===== config.mk =====
export PLATFORM = sky130hd
export DESIGN_NAME = risc_cpu_top
export DESIGN_NICKNAME = d
export VERILOG_FILES = /design/src/rtl/risc_cpu_top.sv
export SDC_FILE = /design/constraint.sdc
export NUM_CORES = 1
export LEC_CHECK = 0
export BUFFER_PORTS_ARGS = -buffer_cell sky130_fd_sc_hd__buf_4
export CAP_MARGIN = 10
export CORE_UTILIZATION = 39
export DETAILED_ROUTE_END_ITERATION = 10
export PLACE_DENSITY_LB_ADDON = 0.15
export SLEW_MARGIN = 25
export SYNTH_ARGS = -nofsm -noshare
export SYNTH_HDL_FRONTEND = slang
export SYNTH_SLANG_ARGS = --single-unit

===== constraint.sdc =====
create_clock -name clk -period 8.66 [get_ports clk]
set_input_delay 0.433 -clock clk [delete_from_list [all_inputs] [get_ports clk]]
set_output_delay 0.433 -clock clk [all_outputs]
set_load 0.005 [all_outputs]

===== src/rtl/risc_cpu_top.sv =====
// rtl/risc_cpu_top.sv - single-cycle 16-bit RISC core with ROM, register file, ALU and data RAM
// Helper modules (ALU, register file, data RAM) precede the top level.

module risc_alu (
    input  logic [3:0]  op,
    input  logic [15:0] a,
    input  logic [15:0] b,
    output logic [15:0] y,
    output logic        c,
    output logic        v
);
    logic [16:0] sum;
    logic [15:0] diff;

    always_comb begin
        sum  = {1'b0, a} + {1'b0, b};
        diff = a - b;
        y    = 16'h0000;
        c    = 1'b0;
        v    = 1'b0;
        case (op)
            4'h1: begin
                y = sum[15:0];
                c = sum[16];
                v = (a[15] == b[15]) && (sum[15] != a[15]);
            end
            4'h2: begin
                y = diff;
                c = (a < b);
                v = (a[15] != b[15]) && (diff[15] != a[15]);
            end
            4'h3: y = a & b;
            4'h4: y = a | b;
            4'h5: y = a ^ b;
            4'h6: begin
                y = {a[14:0], 1'b0};
                c = a[15];
            end
            4'h7: begin
                y = {1'b0, a[15:1]};
                c = a[0];
            end
            default: y = 16'h0000;
        endcase
    end
endmodule

module risc_reg_file (
    input  logic        clk,
    input  logic        reset,
    input  logic        we,
    input  logic [2:0]  waddr,
    input  logic [15:0] wdata,
    input  logic [2:0]  raddr_a,
    input  logic [2:0]  raddr_b,
    input  logic [2:0]  raddr_c,
    output logic [15:0] rdata_a,
    output logic [15:0] rdata_b,
    output logic [15:0] rdata_c
);
    logic [15:0] registers [0:7];

    always_ff @(posedge clk or negedge reset) begin
        if (!reset) begin
            for (int i = 0; i < 8; i++) registers[i] <= 16'h0000;
        end else if (we && (waddr != 3'd0)) begin
            registers[waddr] <= wdata;
        end
    end

    // R0 is hardwired to zero on every read port
    assign rdata_a = (raddr_a == 3'd0) ? 16'h0000 : registers[raddr_a];
    assign rdata_b = (raddr_b == 3'd0) ? 16'h0000 : registers[raddr_b];
    assign rdata_c = (raddr_c == 3'd0) ? 16'h0000 : registers[raddr_c];
endmodule

module risc_data_mem (
    input  logic        clk,
    input  logic        reset,
    input  logic        we,
    input  logic [7:0]  addr,
    input  logic [15:0] wdata,
    output logic [15:0] rdata
);
    logic [15:0] data_memory [0:255];

    always_ff @(posedge clk or negedge reset) begin
        if (!reset) begin
            for (int i = 0; i < 256; i++) data_memory[i] <= 16'h0000;
        end else if (we) begin
            data_memory[addr] <= wdata;
        end
    end

    assign rdata = data_memory[addr];
endmodule

module risc_cpu_top (
    input  logic        clk,
    input  logic        reset,
    output logic [15:0] pc_out,
    output logic [15:0] instruction_out,
    output logic [15:0] alu_result_out,
    output logic        zero_flag_out,
    output logic        carry_flag_out,
    output logic        overflow_flag_out
);
    typedef enum logic [3:0] {
        OP_NOP = 4'h0, OP_ADD = 4'h1, OP_SUB = 4'h2, OP_AND = 4'h3,
        OP_OR  = 4'h4, OP_XOR = 4'h5, OP_SHL = 4'h6, OP_SHR = 4'h7,
        OP_LDI = 4'h8, OP_LD  = 4'h9, OP_ST  = 4'hA, OP_BZ  = 4'hB,
        OP_JMP = 4'hC, OP_HALT = 4'hF
    } opcode_t;

    logic [15:0] pc;
    logic [15:0] instr;
    logic        z_flag, c_flag, v_flag;

    function automatic logic [15:0] rom_word(input logic [7:0] idx);
        case (idx)
            8'd0:    rom_word = 16'h8210;
            8'd1:    rom_word = 16'h8420;
            8'd2:    rom_word = 16'h1650;
            8'd3:    rom_word = 16'hA600;
            8'd4:    rom_word = 16'h9800;
            8'd5:    rom_word = 16'hF000;
            default: rom_word = 16'h0000;
        endcase
    endfunction

    assign instr = rom_word(pc[7:0]);

    logic [3:0]  opcode;
    logic [2:0]  rd, rs1, rs2;
    logic [15:0] imm9_zext, eff_addr, br_target, jmp_target;

    assign opcode     = instr[15:12];
    assign rd         = instr[11:9];
    assign rs1        = instr[8:6];
    assign rs2        = instr[5:3];
    assign imm9_zext  = {7'd0, instr[8:0]};
    assign eff_addr   = {8'h10, instr[7:0]};
    assign br_target  = pc + 16'd1 + {{4{instr[11]}}, instr[11:0]};
    assign jmp_target = {4'd0, instr[11:0]};

    logic [15:0] rs1_data, rs2_data, rd_data, mem_rdata;
    logic [15:0] alu_y;
    logic        alu_c, alu_v;

    logic        reg_we, mem_we, flag_we;
    logic [15:0] reg_wdata, result, next_pc;

    risc_reg_file reg_file (
        .clk     (clk),
        .reset   (reset),
        .we      (reg_we),
        .waddr   (rd),
        .wdata   (reg_wdata),
        .raddr_a (rs1),
        .raddr_b (rs2),
        .raddr_c (rd),
        .rdata_a (rs1_data),
        .rdata_b (rs2_data),
        .rdata_c (rd_data)
    );

    risc_alu alu (
        .op (opcode),
        .a  (rs1_data),
        .b  (rs2_data),
        .y  (alu_y),
        .c  (alu_c),
        .v  (alu_v)
    );

    risc_data_mem mem_if (
        .clk   (clk),
        .reset (reset),
        .we    (mem_we),
        .addr  (eff_addr[7:0]),
        .wdata (rd_data),
        .rdata (mem_rdata)
    );

    always_comb begin
        reg_we    = 1'b0;
        mem_we    = 1'b0;
        flag_we   = 1'b0;
        reg_wdata = 16'h0000;
        result    = 16'h0000;
        next_pc   = pc + 16'd1;
        case (opcode)
            OP_ADD, OP_SUB, OP_AND, OP_OR, OP_XOR, OP_SHL, OP_SHR: begin
                result    = alu_y;
                reg_we    = 1'b1;
                reg_wdata = alu_y;
                flag_we   = 1'b1;
            end
            OP_LDI: begin
                result    = imm9_zext;
                reg_we    = 1'b1;
                reg_wdata = imm9_zext;
            end
            OP_LD: begin
                result    = eff_addr;
                reg_we    = 1'b1;
                reg_wdata = mem_rdata;
            end
            OP_ST: begin
                result = eff_addr;
                mem_we = 1'b1;
            end
            OP_BZ: begin
                result = br_target;
                if (z_flag) next_pc = br_target;
            end
            OP_JMP: begin
                result  = jmp_target;
                next_pc = jmp_target;
            end
            OP_HALT: next_pc = pc;
            default: result = 16'h0000;
        endcase
    end

    always_ff @(posedge clk or negedge reset) begin
        if (!reset) begin
            pc     <= 16'h0000;
            z_flag <= 1'b0;
            c_flag <= 1'b0;
            v_flag <= 1'b0;
        end else begin
            pc <= next_pc;
            if (flag_we) begin
                z_flag <= (alu_y == 16'h0000);
                c_flag <= alu_c;
                v_flag <= alu_v;
            end
        end
    end

    assign pc_out            = pc;
    assign instruction_out   = instr;
    assign alu_result_out    = result;
    assign zero_flag_out     = z_flag;
    assign carry_flag_out    = c_flag;
    assign overflow_flag_out = v_flag;
endmodule


==> impl_results.md, run 1 <==
* CTS Buf Count at 17
* Ys flop type: dfrtp_1
* First-pass DRT Iterations at 5
* PostCTS Resize Cnt at 0
* Worst setup EP type: output pin
* Die span in y at 164.3 um
* Synth top area cells: dfrtp_1, nand2_1, ha_1
* Clk slew on worst S/H paths at 80 ps
* Kind of critical path: register to output pin
* Worst-Margin Slew at 858.1 ps
* Starting density of the core at 39.64%
* Post-Route Setup TNS at 0 ps
* DRT Wirelength at 30,400 um
* Cell row count at 59
* Most frequent CP cell: nor2_1
* Synth top area share at 44.10%
* ANT nets after route at 0
* DR vias at 8,018
* Post-synth EDFFs at 0
* Avg WL per Cell at 20.88 um
* Pin count of the biggest net entering global routing at 80
* Post-layout util at 43.55%
* Final net count at 1,154
* Synth warn at 0
* Tmin final at 7022 ps
* Yosys reg bits at 181
* Gr usage total at 23.63%
* Setup Fix Bufs, Post-CTS at 0
* Total power at 0.001668 W
* First-pass GRT wire length at 47,110 um
* Antenna violations before repair at 0
* Mapped Area at 10,270 um^2
* RSZ-0062 raised after global routing: no
* Final worst setup slack at 1638 ps
* Final setup violation count at 0
* Biggest area consumer among synthesized cells: dfrtp_1
* Place WS at 2277 ps
* Routability cong. at 0.9183
* CTS sink cnt at 181
* Power per cell area at 147.8 nW/um^2
* Placeable Area at 25,910 um^2
* Max-slew headroom at 42.73%
* DR iter-0 viols at 559
* Die X at 164.3 um
* Max Root-Sink Buffers at 2
* Post-synth cell types at 73
* Number of H-tree levels at 4
* CTS tree: yes
* Leakage at 5.162 nW
* Mapped Cells at 1,141
* Final hold viol count at 0
* Post-DP HPWL at 21,000 um
* VDD IR max at 0.1213 mV
* Fillers at 2,583
* Root buf cell: clkbuf_16
* Arr. time, crit path at 6590 ps
* Fraction of layout cells with a size suffix above 1 at 14.09%
* Min-Delay Path Class: input port to async pin
* DR DRC count at 0
* Status: completed
* Number of port buffers at 46
* Worst Path Max Fanout at 31
* Layout area overhead at 9.855%
* Sequential fraction of the synthesis area at 44.10%
* GR Overflow Total at 0
* Die area at 26,990 um^2
* Final Cycle Share at 81.09%
* I/O pin total at 53
* Worst skew pair latency at 440 ps
* CP Launch Type: register
* Critical path, cell by cell: or4_1, nor3_4, nand2_2, inv_2, nor2_1, nor2_2, nand2_1, o21ai_0, ha_1, inv_1, fa_1, o21ba_2, o211ai_1, a2111oi_0, o21bai_1, xnor2_1, nor2_1, or3_1, buf_4
* Crit path largest cell delay at 730 ps
* Vias in the first global route at 7,763
* Diode count at 0
* Max-Cap Viols at 0
* Slowest-stage cell, CP: or4_1
* Hold Buf Count CTS at 0
* Avg Inst Size Synth at 9.002 um^2
* Max Slew Vio Count at 0
* FFs w/ async S/R, synth at 100.0%
* Clock skew at 15.51 ps
* Req. time, crit path at 8230 ps
* Fmax at 142.4 MHz
* Via density at 5.507
critical path: cells and delay by family, from the launching register on:
kind / cells / cell delay, ps
and+or+nand+nor: 8 / 2750
AOI/OAI and AO/OA: 5 / 1170
buffers and inverters: 3 / 850
adders and majority gates: 2 / 650
DFF: 1 / 520
xor gates and xnor gates: 1 / 170
synthesized netlist by cell type, types with 3 or more instances:
cell type / count
a211o_1: 3
o21ai_0: 37
a211oi_2: 5
a41oi_2: 5
xnor2_1: 27
mux2_2: 27
and3_1: 9
mux2i_1: 22
a211oi_1: 6
o22ai_1: 5
buf_2: 14
nand4_1: 6
nor3_1: 15
xor2_1: 10
nor2_1: 79
a31oi_1: 32
nand3_2: 4
buf_1: 4
nor2b_1: 20
o21a_1: 13
o21bai_1: 6
o221ai_1: 3
and2_1: 36
nor4_1: 5
or3_1: 4
o31ai_1: 3
buf_4: 7
ha_1: 42
a21o_1: 9
clkbuf_1: 88
nand3_1: 37
or4_1: 4
nand2_1: 177
buf_6: 4
nand2b_1: 14
nor3b_1: 3
inv_1: 35
inv_2: 4
o211ai_1: 8
nor2_2: 4
o21ai_1: 25
a21oi_1: 52
dfrtp_1: 181
a311o_1: 5
final timing paths:
kind,startpoint,to,slack [ps],cells past startpoint
max,pc_out[7],alu_result_out[12],1640,19
max in group asynchronous,reset,mem_if.data_memory[2290],6720,3
max reg2reg,pc_out[7],zero_flag_out,2330,19
min in group clk,mem_if.data_memory[2800],mem_if.data_memory[2800],380,0
min reg2reg,mem_if.data_memory[2800],mem_if.data_memory[2800],380,0
min,reset,pc_out[14],6,1
layer usage:
| layer | wire length [um] | global-route usage, % | vias up |
|---|---|---|---|
| met5 | 0 | 0 | - |
| li1 | - | - | 3790 |
| met1 | 15120 | 34.97 | 3976 |
| met4 | 369 | 5.219 | 0 |
| met2 | 13330 | 35.33 | 222 |
| met3 | 1580 | 4.646 | 30 |
cell type report:
type / instances / area (um^2) / area share [%]
clock buffer: 18 / 439.2 / 3.892
clock inverter: 14 / 177.7 / 1.575
inverter: 41 / 153.9 / 1.364
multi-input combinational: 807 / 5107 / 45.27
sequential: 181 / 4529 / 40.14
tap: 335 / 419.2 / 3.715
timing repair buffer: 60 / 456.7 / 4.047
sequential cells by signal (all words and copies together), names as in the netlist:
name	count
reg_file.registers	85
overflow_flag_out	1
mem_if.data_memory	77
zero_flag_out	1
carry_flag_out	1
pc_out	16
cells in the final DEF, fill, tap and decap left out, drive strengths merged, types with 4 or more instances in the layout:
cell,instances
dfrtp,181
nand2,179
nor2,84
o21ai,62
buf,59
a21oi,52
inv,45
ha,42
nand3,41
and2,36
a31oi,32
xnor2,27
mux2,27
mux2i,22
nor2b,20
clkbuf,19
nor3,17
nand2b,14
o21a,13
a211oi,11
xor2,10
clkinv,10
and3,9
a21o,9
o211ai,8
a41oi,7
nand4,6
o21bai,6
conb,6
nor4,5
o22ai,5
a311o,5
or3,5
or4,4
report_power, final:
part | leakage (nW) | total, W | switching (W) | internal, W
Clock | 0.300 | 0.000805 | 0.000405 | 0.000401
Combinational | 2.38 | 0.0000186 | 0.0000175 | 0.00000108
Sequential | 2.48 | 0.000844 | 0 | 0.000844
through the flow:
step	cells	area [um^2]	hold WS [ps]
floorplan	1146	10290	137.4
global placement	1424	10670	364.9
detailed placement	1424	10670	361.8
CTS	1456	11280	33.17
global route	1456	11280	62.36
finish	1456	11280	6.475
cells by family (layout without fill, tap and decap cells):
kind of cell | count (synthesis) | in the layout | synth area share, %
xor gates and xnor gates | 37 | 37 | 3.155
AOI/OAI and AO/OA | 239 | 239 | 15.48
and+or+nand+nor | 432 | 432 | 20.12
DFF | 181 | 181 | 44.10
buffers and inverters | 158 | 133 | 6.493
muxes | 49 | 49 | 5.104
other | 1 | 6 | 0.03651
adders and majority gates | 44 | 44 | 5.506
(Power assumes the default switching activity.)
==> run 2, diff against run 1 <==
- ABC_AREA: unset -> 1
- clock period: 8.66 -> 7 ns (I/O delays scaled with it)
==> impl_results.md, run 2 <==
* Avg WL per Cell at 19.60 um
* Slowest-stage cell, CP: ha_1
* CP Launch Type: register
* Net Sw Frac at 21.28%
* Die area at 31,710 um^2
* PostCTS Resize Cnt at 0
* DR DRC count at 0
* Avg Inst Size Synth at 7.505 um^2
* Worst Path Max Fanout at 28
* Hold depth at 0
* Number of H-tree levels at 1
* Final Cycle Share at 77.43%
* Hold Path Sink: reg_file.registers[121]
* Arr. time, crit path at 5070 ps
* ANT nets after route at 0
* Biggest area consumer among synthesized cells: dfrtp_1
* Synth warn at 0
* Kind of critical path: register to output pin
* Status: completed
* Number of port buffers at 46
* Sequential Area at 5380 um^2
* VDD IR max at 0.1940 mV
* Final setup violation count at 0
* Synth top area share at 44.50%
* I/O pin total at 53
* DR vias at 10,130
* R2R depth at 21
* Clock skew at 10.17 ps
* Pin count of the biggest net entering global routing at 76
* Root buf cell: clkbuf_16
* Ys flop type: dfrtp_1
* Post-synth cell types at 48
* First-pass GRT wire length at 58,860 um
* CTS tree: yes
* Die span in y at 178.1 um
* Worst skew pair latency at 540 ps
* Worst R2R Setup Slack at 2220 ps
* Gr usage total at 24.99%
* Via density at 5.106
* Switching power of the nets at 0.0005693 W
* Tmin final at 5420 ps
* CTS sink cnt at 215
* Max-Cap Viols at 0
* Power per cell area at 200.5 nW/um^2
* Leakage at 7.119 nW
* Routability cong. at 0.9570
* Fmax at 184.5 MHz
* Min-Delay Path Class: register to register
* Placeable Area at 30,510 um^2
* Post-Route Setup TNS at 0 ps
* First-pass DRT Iterations at 5
* Most frequent cells after synthesis: nand2_1, dfrtp_1, inv_1
* Worst R2R Start: pc_out[0]
* DRT Wirelength at 38,890 um
* Worst setup EP type: output pin
* Die X at 178.1 um
* Synth top area cells: dfrtp_1, nand2_1, inv_1
* Pint at 0.002107 W
* Max-slew headroom at 38.23%
* Final net count at 1,616
* Crit path buffers/inverters at 5
* Sequential Power Share at 46.5%
* Comb pwr share at 1.0%
* Fillers at 3,145
* Max Slew Vio Count at 0
* Mapped Cells at 1,611
* Critical path, cell by cell: inv_1, ha_1, nand2_2, nor2_8, inv_2, nand2_1, buf_4, a21oi_1, o21ai_0, nand2_1, ha_1, o21ai_0, inv_1, nand2_1, nand2_1, nand4_1, nand3_1, nand2_1, buf_4
* Yosys reg bits at 215
* Hold_sp: reg_file.registers[121]
* Sequential fraction of the synthesis area at 44.50%
* Fraction of layout cells with a size suffix above 1 at 10.08%
* CP top delay family: simple AND/OR/NAND/NOR gates
* Cell with the most instances after synthesis: nand2_1
* Clock power frac at 52.5%
* RSZ-0062 raised after global routing: no
* Commonest cells after routing, fill and taps aside: nand2_1, dfrtp_1, inv_1
* Req. time, crit path at 6650 ps
* R2R Path End: reg_file.registers[78]
* Most frequent CP cell: nand2_1
* Antenna violations before repair at 1
* Hold Buf Count CTS at 1
* Area of the multi-input gates at 5385 um^2
* Vias in the first global route at 9,496
* Worst-Margin Slew at 926.5 ps
* Max Root-Sink Buffers at 3
* Max reg flops at 104
* Cell row count at 64
* Post-DP HPWL at 28,390 um
* GR Overflow Total at 0
* Commonest non-fill, non-tap cell in the layout: nand2_1
* CTS Buf Count at 26
* Setup Fix Bufs, Post-CTS at 0
* Clk slew on worst S/H paths at 60 ps
* Final hold viol count at 0
* Layout area overhead at 10.41%
* DR iter-0 viols at 970
* Largest reg by FF count: reg_file.registers
* Starting density of the core at 39.63%
* FFs w/ async S/R, synth at 100.0%
* Worst hold slack at 371.6 ps
* Post-synth EDFFs at 0
* Crit path largest cell delay at 450 ps
* Mapped Area at 12,090 um^2
run 2: changes by cell type in the layout (fill, tap and decap cells not counted), sizes merged, moves of 20 or more:
cell and change:
nand2 +283, nor2 +53, o21ai +80, nand3 +68, dfrtp +34, inv +157
mux2 -27, mux2i -22, a31oi -26, nor2b -20, and2 -35, xnor2 -26
run 2: power by group through the flow:
stage	Clock [W]	Sequential, W	Combinational, W
after global routing	0.00148	0.00124	0.0000336
after floorplan	0	0.00127	0.00000313
after global placement	0	0.00127	0.0000292
final	0.00141	0.00124	0.0000277
after detailed placement	0	0.00127	0.0000291
after CTS	0.00143	0.00124	0.0000297
run 2: how the worst max path moves through the flow:
stage                    from                 end  slack, ps  cells past startpoint
floorplan           pc_out[0]   alu_result_out[4]       3460                     21
global placement    pc_out[0]  alu_result_out[12]       2300                     19
detailed placement  pc_out[0]  alu_result_out[14]       2260                     19
CTS                 pc_out[0]  alu_result_out[14]       1680                     19
global route        pc_out[0]  alu_result_out[12]       1270                     19
finish              pc_out[0]  alu_result_out[14]       1580                     19
run 2: metrics by stage:
| step | util, % | power [W] | cell area (um^2) | setup WS (ps) | cells |
|---|---|---|---|---|---|
| after floorplan | - | 0.001269 | 12110 | 3458 | 1616 |
| after global placement | 40.77 | 0.001295 | 12440 | 2300 | 1937 |
| after detailed placement | 40.77 | 0.001295 | 12440 | 2260 | 1937 |
| after CTS | 43.75 | 0.002701 | 13350 | 1681 | 1983 |
| after global routing | 43.75 | 0.002753 | 13350 | 1265 | 1983 |
| final | 43.75 | 0.002676 | 13350 | 1580 | 1984 |
run 2: final cells by class:
type / instances / share of cell area (%)
flip-flops and latches: 215 / 40.30
clock buffers: 33 / 5.605
inverters: 202 / 5.680
well taps: 396 / 3.712
repair buffers: 56 / 3.224
diodes: 1 / 0.01875
multi-input cells: 1069 / 40.34
clock inverters: 12 / 1.115
run 2: per-layer routing:
metal | global-route usage (%) | share of wire (%)
met1 | 33.95 | 45
met2 | 40.13 | 46
met3 | 3.922 | 6.2
met4 | 8.974 | 3.3
met5 | 0 | 0
run 2: worst register-to-register path: cells and delay by family, from the launching register on:
kind | cells | cell delay (ps)
compound gates | 5 | 960
buf+inv | 4 | 890
fa+ha+maj | 2 | 620
flops | 1 | 440
simple gates | 10 | 1750
run 2: kinds of logic (layout without fill, tap and decap cells):
logic type | after synthesis | in the layout | share of synthesized area (%)
buf+inv | 332 | 303 | 11.11
compound gates | 255 | 255 | 11.57
simple gates | 749 | 749 | 27.02
flops | 215 | 215 | 44.50
xor+xnor | 15 | 15 | 1.087
fa+ha+maj | 44 | 44 | 4.678
other cells | 1 | 7 | 0.03102
